File: src/rtl/cla_adder_pipe.sv
// ============================================================================
// Module   : cla_adder_pipe
// Brief    : Pipelined carry-lookahead adder, one 4-bit CLA group per stage,
//            valid/ready stream with global stall. Optional subtract mode is
//            enabled by defining CLA_ADDER_SUB_EN.
// Revision : 1.0
// ============================================================================
`default_nettype none

module cla_adder_pipe #(
    parameter int WIDTH = 16
) (
    input  logic             clk,
    input  logic             rst,
    input  logic             in_valid,
    output logic             in_ready,
    input  logic [WIDTH-1:0] a,
    input  logic [WIDTH-1:0] b,
    input  logic             c_in,
`ifdef CLA_ADDER_SUB_EN
    input  logic             sub,
`endif
    output logic             out_valid,
    input  logic             out_ready,
    output logic [WIDTH-1:0] sum,
    output logic             c_out,
    output logic             ovf
);

    localparam int NG = WIDTH / 4;

    generate
        if ((WIDTH % 4) != 0 || WIDTH < 4) begin : g_bad_width
            $error("cla_adder_pipe: WIDTH must be a multiple of 4 and >= 4");
        end
    endgenerate

    // One pipeline slot. Operands travel unshifted, so group k always reads
    // bits [4k+3:4k]; 'carry' is the carry into the next group to be computed.
    typedef struct packed {
        logic             valid;
        logic             sub;
        logic             carry;
        logic             ovf;
        logic [WIDTH-1:0] a;
        logic [WIDTH-1:0] b;
        logic [WIDTH-1:0] s;
    } stage_t;

    stage_t st_q [NG];
    stage_t st_d [NG];
    stage_t in_stage;
    logic   adv;
    logic   sub_w;

`ifdef CLA_ADDER_SUB_EN
    assign sub_w = sub;
`else
    assign sub_w = 1'b0;
`endif

    // Returns {carry into bit 3, carry out of bit 3, sum[3:0]}.
    function automatic logic [5:0] cla4(input logic [3:0] x, input logic [3:0] y,
                                        input logic ci);
        logic [3:0] g;
        logic [3:0] p;
        logic [4:0] c;
        g    = x & y;
        p    = x ^ y;
        c[0] = ci;
        c[1] = g[0] | (p[0] & ci);
        c[2] = g[1] | (p[1] & g[0]) | (p[1] & p[0] & ci);
        c[3] = g[2] | (p[2] & g[1]) | (p[2] & p[1] & g[0]) | (p[2] & p[1] & p[0] & ci);
        c[4] = g[3] | (p[3] & g[2]) | (p[3] & p[2] & g[1]) | (p[3] & p[2] & p[1] & g[0])
             | (p[3] & p[2] & p[1] & p[0] & ci);
        return {c[3], c[4], p ^ c[3:0]};
    endfunction

    function automatic stage_t stage_step(input stage_t s, input int unsigned k);
        stage_t           r;
        logic [WIDTH-1:0] b_eff;
        logic [5:0]       grp;
        r     = s;
        b_eff = s.b ^ {WIDTH{s.sub}};
        grp   = cla4(s.a[4*k +: 4], b_eff[4*k +: 4], s.carry);
        r.s[4*k +: 4] = grp[3:0];
        r.carry       = grp[4];
        r.ovf         = grp[5] ^ grp[4];
        return r;
    endfunction

    // Subtraction forces the bit-0 carry to 1; a bubble enters as an all-zero slot.
    always_comb begin
        in_stage = '0;
        if (in_valid) begin
            in_stage.valid = 1'b1;
            in_stage.sub   = sub_w;
            in_stage.carry = sub_w | c_in;
            in_stage.a     = a;
            in_stage.b     = b;
        end
    end

    always_comb begin
        adv      = out_ready | ~st_q[NG-1].valid;
        st_d[0]  = stage_step(in_stage, 0);
        for (int k = 1; k < NG; k++) begin
            st_d[k] = stage_step(st_q[k-1], k);
        end
    end

    always_ff @(posedge clk or posedge rst) begin
        if (rst) begin
            for (int k = 0; k < NG; k++) begin
                st_q[k] <= '0;
            end
        end else if (adv) begin
            for (int k = 0; k < NG; k++) begin
                st_q[k] <= st_d[k];
            end
        end
    end

    assign in_ready  = adv;
    assign out_valid = st_q[NG-1].valid;
    assign sum       = st_q[NG-1].s;
    assign c_out     = st_q[NG-1].carry;
    assign ovf       = st_q[NG-1].ovf;

endmodule

`default_nettype wire

File: config.mk
export PLATFORM = sky130hd
export DESIGN_NAME = cla_adder_pipe
export DESIGN_NICKNAME = d
export VERILOG_FILES = /design/src/rtl/cla_adder_pipe.sv
export SDC_FILE = /design/constraint.sdc
export NUM_CORES = 1
export LEC_CHECK = 0
export BUFFER_PORTS_ARGS = -buffer_cell sky130_fd_sc_hd__buf_2
export CORE_AREA = 2 2 139 141
export DETAILED_ROUTE_END_ITERATION = 10
export DIE_AREA = 0 0 141 143
export MAX_ROUTING_LAYER = met4
export SYNTH_ARGS = -nofsm -noshare
export SYNTH_HDL_FRONTEND = slang
export SYNTH_SLANG_ARGS = --single-unit
File: constraint.sdc
create_clock -name clk -period 6.2 [get_ports clk]
set_clock_uncertainty 0.05 [all_clocks]
set_input_delay 0.62 -clock clk [delete_from_list [all_inputs] [get_ports clk]]
set_output_delay 0.62 -clock clk [all_outputs]
set_load 0.05 [all_outputs]
**Yosys cells after proc, flatten, opt, wreduce, memory -nomap -nowiden**

Cells that the tools add are included.

- Input bits: 37
- Register bits: 148
- Output and inout bits: 20

- Multiplexer cells: 2
- Bitwise gates (word level): 123

Operators with widths:

| operator | number |
|---|---|
| 1-bit bitwise AND | 64 |
| 1-bit bitwise OR | 41 |
| 4-bit bitwise XOR | 9 |
| 32-bit 2-to-1 mux | 1 |
| 4-bit bitwise AND | 4 |
| 16-bit bitwise XOR | 1 |
| 12-bit bitwise XOR | 1 |
| 8-bit bitwise XOR | 1 |
| 3-bit 2-to-1 mux | 1 |
| 1-bit inverter | 1 |
| 1-bit bitwise XOR | 1 |

**Logic depth before layout (Yosys ltp)**

- Depth after elaboration: 8
- Gate-level depth with buffers: 8
- Depth with buffers taken out: 6

**Worst setup path before layout**

Ideal clock, no wire load.

- Kind: in2reg
- Start: in in_valid
- End: reg st_q, in the netlist st_d[107]
- Buffers on the path: 2
- Data arrival time: 1.971 ns
- Required time: 6.010 ns
- Path slack: 4.039 ns
- Setup time: 0.140 ns
- Stages: 8
- Cells stage by stage: clkbuf_8 > clkbuf_1 > and2_1 > ha_1 > a21o_1 > a41oi_2 > xor2_1 > a21oi_1

- Longest elaborated chain between the ends: 8

RTL lines:

| item | line | source |
|---|---|---|
| start, declared | 15 | `input logic in_valid,` |
| 32-bit 2-to-1 mux | 95 | `if (in_valid) begin` |
| 4-bit bitwise XOR | 84 | `b_eff = s.b ^ {WIDTH{s.sub}};` |
| 4-bit bitwise XOR / 4-bit bitwise AND (equally long branches) | 69, 68 |  |
| 1-bit bitwise AND | 73 | `c[3] = g[2] \| (p[2] & g[1]) \| (p[2] & p[1] & g[0]) \| (p[2] & p[1] & p[0] & ci);` |
| 1-bit bitwise OR / 1-bit bitwise AND (equally long branches) (2 in series) | 73 |  |
| 1-bit bitwise OR | 73 |  |
| 4-bit bitwise XOR * | 76 | `return {c[3], c[4], p ^ c[3:0]};` |
| end signal, assigned by index | 119 | `st_q[k] <= st_d[k];` |
| end, declared | 50 | `stage_t st_q [NG];` |

Every way passes the cells marked *; elsewhere a longest branch is shown, timed or not.
A chain may end at the register's enable or synchronous reset.

**Worst setup path after layout**

- Start: in out_ready
- End: out in_ready

- Longest elaborated chain between the ends: 1

RTL lines:

| item | line | source |
|---|---|---|
| start, declared | 24 | `input logic out_ready,` |
| 1-bit bitwise OR | 105 | `adv = out_ready \| ~st_q[NG-1].valid;` |
| end, declared | 16 | `output logic in_ready,` |

No other way between the ends.

==> qor.log <==
qor: run_status.run_status finished, final reports clean
qor: detailed_routing.route.detailed.wl_per_inst 10.95 um
qor: power.power.density_cell_area 478.5 nW/um2
qor: global_route.first_global_vias 2845
qor: timing.final.setup.tns 0 ns
qor: yosys.synth.yosys.seq_area_share 0.5525
qor: die.placeableCoreArea 18580 um2
qor: clock_tree.cts_num_sinks 97
qor: power.vdd_ir_drop_max 0.1623 mV
qor: global_route.grt_pass1_wl 14190 um
qor: yosys.avgSynthCellArea 9.152 um2
qor: detailed_routing.wirelength 8204 um
qor: placement.buffer_ports.inserted 56
qor: yosys.ys.warnings.count 0
qor: die.placementRows 50
qor: global_route.globalRouteOverflowTotal 0
qor: detailed_routing.detail_route.vias_per_cell 3.967
qor: clock_tree.insertion_delay 0.34 ns
qor: timing.finalMaxSlewViolations 0
qor: clock_tree.clock_h_tree_levels 3
qor: timing.relSlewSlack 0.3832
qor: detailed_routing.first_iter_violations 172
qor: yosys.ys_ff_latch 97
qor: worst_setup_path.critical_path_peak_fanout 56
qor: die.die_h 143 um
qor: timing.finalCriticalPeriod 2.250 ns
qor: timing.grt_setup_unrepaired false
qor: worst_setup_path.worst_ep_required_time 5.53 ns
qor: global_route.globalRouteTotalUtil 0.08951
qor: cells_and_area.syn_to_final_growth 15.58%
qor: timing.fmaxAchievable 444.4 MHz
qor: die.start_util 0.2364
qor: worst_setup_path.cp_data_arrival_time 1.58 ns
qor: cells_and_area.final_core_utilization 0.2733
qor: clock_tree.cts_tree built
qor: power.power.static_leakage 0.002684 uW
qor: clock_tree.cts_setup_buffers 0
qor: cells_and_area.n_fill_cell 1965
qor: worst_setup_path.worstSetupStartpointType primary input
qor: detailed_routing.drc 0
qor: die.overall_die_area 20160 um2
qor: worst_setup_path.critPathCaptureType primary output
qor: detailed_routing.drtAntennaViolNets 0
qor: clock_tree.post_cts_hold_buffer_count 0
qor: die.die_w 141 um
qor: min_path.min_path_type in -> async
qor: placement.dpl.hpwl 5487 um
qor: cells_and_area.final_net_count 566
qor: clock_tree.worst_setup_hold_path_clk_slew 0.06 ns
qor: clock_tree.cts-resized-gates 0
qor: global_route.grt_antenna_before_repair 0
qor: cells_and_area.insertedDiodeCount 0
qor: flow_run.timing.max_cap.violations 0
qor: clock_tree.clockRootBuffer sky130_fd_sc_hd__clkbuf_16
qor: clock_tree.cts_buffers 9
qor: yosys.synth_nets 536
qor: detailed_routing.detailedRoute.firstPassIterationCount 4
qor: yosys.syn_area 4393 um2
qor: cells_and_area.fraction_of_final_layout_cells_sized_beyond_drive_strength_1 0.1573
qor: die.top_level_pins 57
qor: global_route.maximum_number_of_pins_on_one_net_before_global_route_repair 96
qor: timing.setup-violations-final 0
qor: placement.routabilityCongestion 0.7127
qor: timing.worst_slack 3.950 ns
qor: yosys.netlist_instances 480
qor: timing.hold_violations 0
qor: worst_setup_path.timing_worst_setup_path_type in -> out
qor: timing.tightest_slew 0.9252 ns
qor: placement.post-place-ws 3.763 ns
qor: clock_tree.cts_max_path_buffers 2
qor: yosys.ys_types 30
qor: timing.period_share 0.3629
qor: detailed_routing.routed-via-count 2971
## cell usage after synthesis (all sizes together)
master / n / area, um2
xor2: 4 / 35.03
a41oi: 1 / 16.27
buf: 31 / 201.4
clkbuf: 10 / 67.57
a21oi: 9 / 45.04
a211oi: 6 / 45.04
mux2i: 1 / 10.01
o21ai: 17 / 85.08
nand2: 224 / 840.8
a21o: 4 / 30.03
o21bai: 3 / 22.52
inv: 2 / 7.500
nand2b: 1 / 6.260
nor2: 7 / 26.28
nand3: 24 / 120.1
xnor2: 6 / 52.55
a31oi: 3 / 18.77
nor2b: 1 / 6.260
maj3: 1 / 11.26
dfrtp: 97 / 2427
and2: 8 / 50.05
ha: 16 / 200.2
fa: 3 / 60.06
nand3b: 1 / 7.510
## per-stage QoR
stage                     hold WS, ns  total power, uW  instance area [um2]  instances
final                          0.2691             2429                 5077        749
after global routing           0.3100             2621                 5077        749
after floorplan                0.3800             1727                 4393        480
after global placement         0.3935             1826                 4737        733
after detailed placement       0.4012             1842                 4737        733
after CTS                      0.2893             2465                 5077        749
## worst max-delay path: stages
cell,delay (ns)
sky130_fd_sc_hd__buf_2,0.11
sky130_fd_sc_hd__nor2b_4,0.09
sky130_fd_sc_hd__buf_4,0.44
sky130_fd_sc_hd__inv_2,0.06
sky130_fd_sc_hd__buf_2,0.23
## routing by layer
layer,part of all wire,global-route usage
met5,0,-
met1,0.56,0.1339
met3,0.030,0.02180
met2,0.40,0.1171
met4,0.012,0.02842
## worst paths after layout
path | startpoint | to | slack (ns) | depth (start not counted)
hold reg to reg | sum[6] | sum[6] | 0.41 | 2
max in group asynchronous | rst | st_d[124] | 4.73 | 3
setup reg to reg | out_valid | sum[14] | 4.03 | 6
setup / recovery | out_ready | in_ready | 3.95 | 5
min in group clk | sum[6] | sum[6] | 0.41 | 2
hold / removal | rst | sum[13] | 0.27 | 2
## layout by cell type (no fill, tap or decap), types with 2 or more instances in the layout
| cell type | Yosys | layout |
|---|---|---|
| sky130_fd_sc_hd__nand2_1 | 224 | 224 |
| sky130_fd_sc_hd__ha_1 | 16 | 16 |
| sky130_fd_sc_hd__clkbuf_8 | 3 | 3 |
| sky130_fd_sc_hd__a21o_1 | 4 | 4 |
| sky130_fd_sc_hd__nand3_1 | 24 | 24 |
| sky130_fd_sc_hd__nor2_1 | 7 | 7 |
| sky130_fd_sc_hd__clkbuf_16 | 0 | 9 |
| sky130_fd_sc_hd__xnor2_1 | 6 | 6 |
| sky130_fd_sc_hd__and2_1 | 8 | 8 |
| sky130_fd_sc_hd__buf_2 | 11 | 56 |
| sky130_fd_sc_hd__bufinv_16 | 0 | 2 |
| sky130_fd_sc_hd__o21bai_1 | 3 | 3 |
| sky130_fd_sc_hd__dfrtp_1 | 97 | 97 |
| sky130_fd_sc_hd__fa_1 | 3 | 3 |
| sky130_fd_sc_hd__buf_4 | 17 | 4 |
| sky130_fd_sc_hd__a21oi_1 | 9 | 9 |
| sky130_fd_sc_hd__a211oi_1 | 6 | 6 |
| sky130_fd_sc_hd__a31oi_1 | 3 | 3 |
| sky130_fd_sc_hd__o21ai_0 | 16 | 16 |
| sky130_fd_sc_hd__xor2_1 | 4 | 4 |
## power by group
group | leakage, uW | internal, uW | switching (uW) | total, uW
Sequential | 0.00123 | 866 | 128 | 993
Combinational | 0.00128 | 256 | 568 | 824
Clock | 0.000169 | 386 | 226 | 612
Total | 0.00268 | 1510 | 921 | 2430
## sequential cells by signal, summed over array words and instances, names as in the netlist
signal and cells:
st_q 3, sum 16, out_valid 1, st_d 75, c_out 1, ovf 1
## final cells by class
type | instances | area [um2] | area share
flip-flops and latches | 97 | 2427 | 0.4781
multi-input cells | 340 | 1697 | 0.3342
repair buffers | 60 | 310.3 | 0.06111
well taps | 234 | 292.8 | 0.05766
clock buffers | 12 | 266.5 | 0.05249
clock inverters | 4 | 73.82 | 0.01454
inverters | 2 | 10.01 | 0.001971
## cells by family (layout without fill, tap and decap cells)
| logic type | after synthesis | after routing | synth area share |
|---|---|---|---|
| simple gates | 266 | 266 | 0.2407 |
| fa+ha+maj | 20 | 20 | 0.06181 |
| mux | 1 | 1 | 0.002279 |
| xor+xnor | 10 | 10 | 0.01994 |
| buf+inv | 43 | 78 | 0.06294 |
| flops | 97 | 97 | 0.5525 |
| compound gates | 43 | 43 | 0.05981 |
Power figures use the tool's default switching activity.
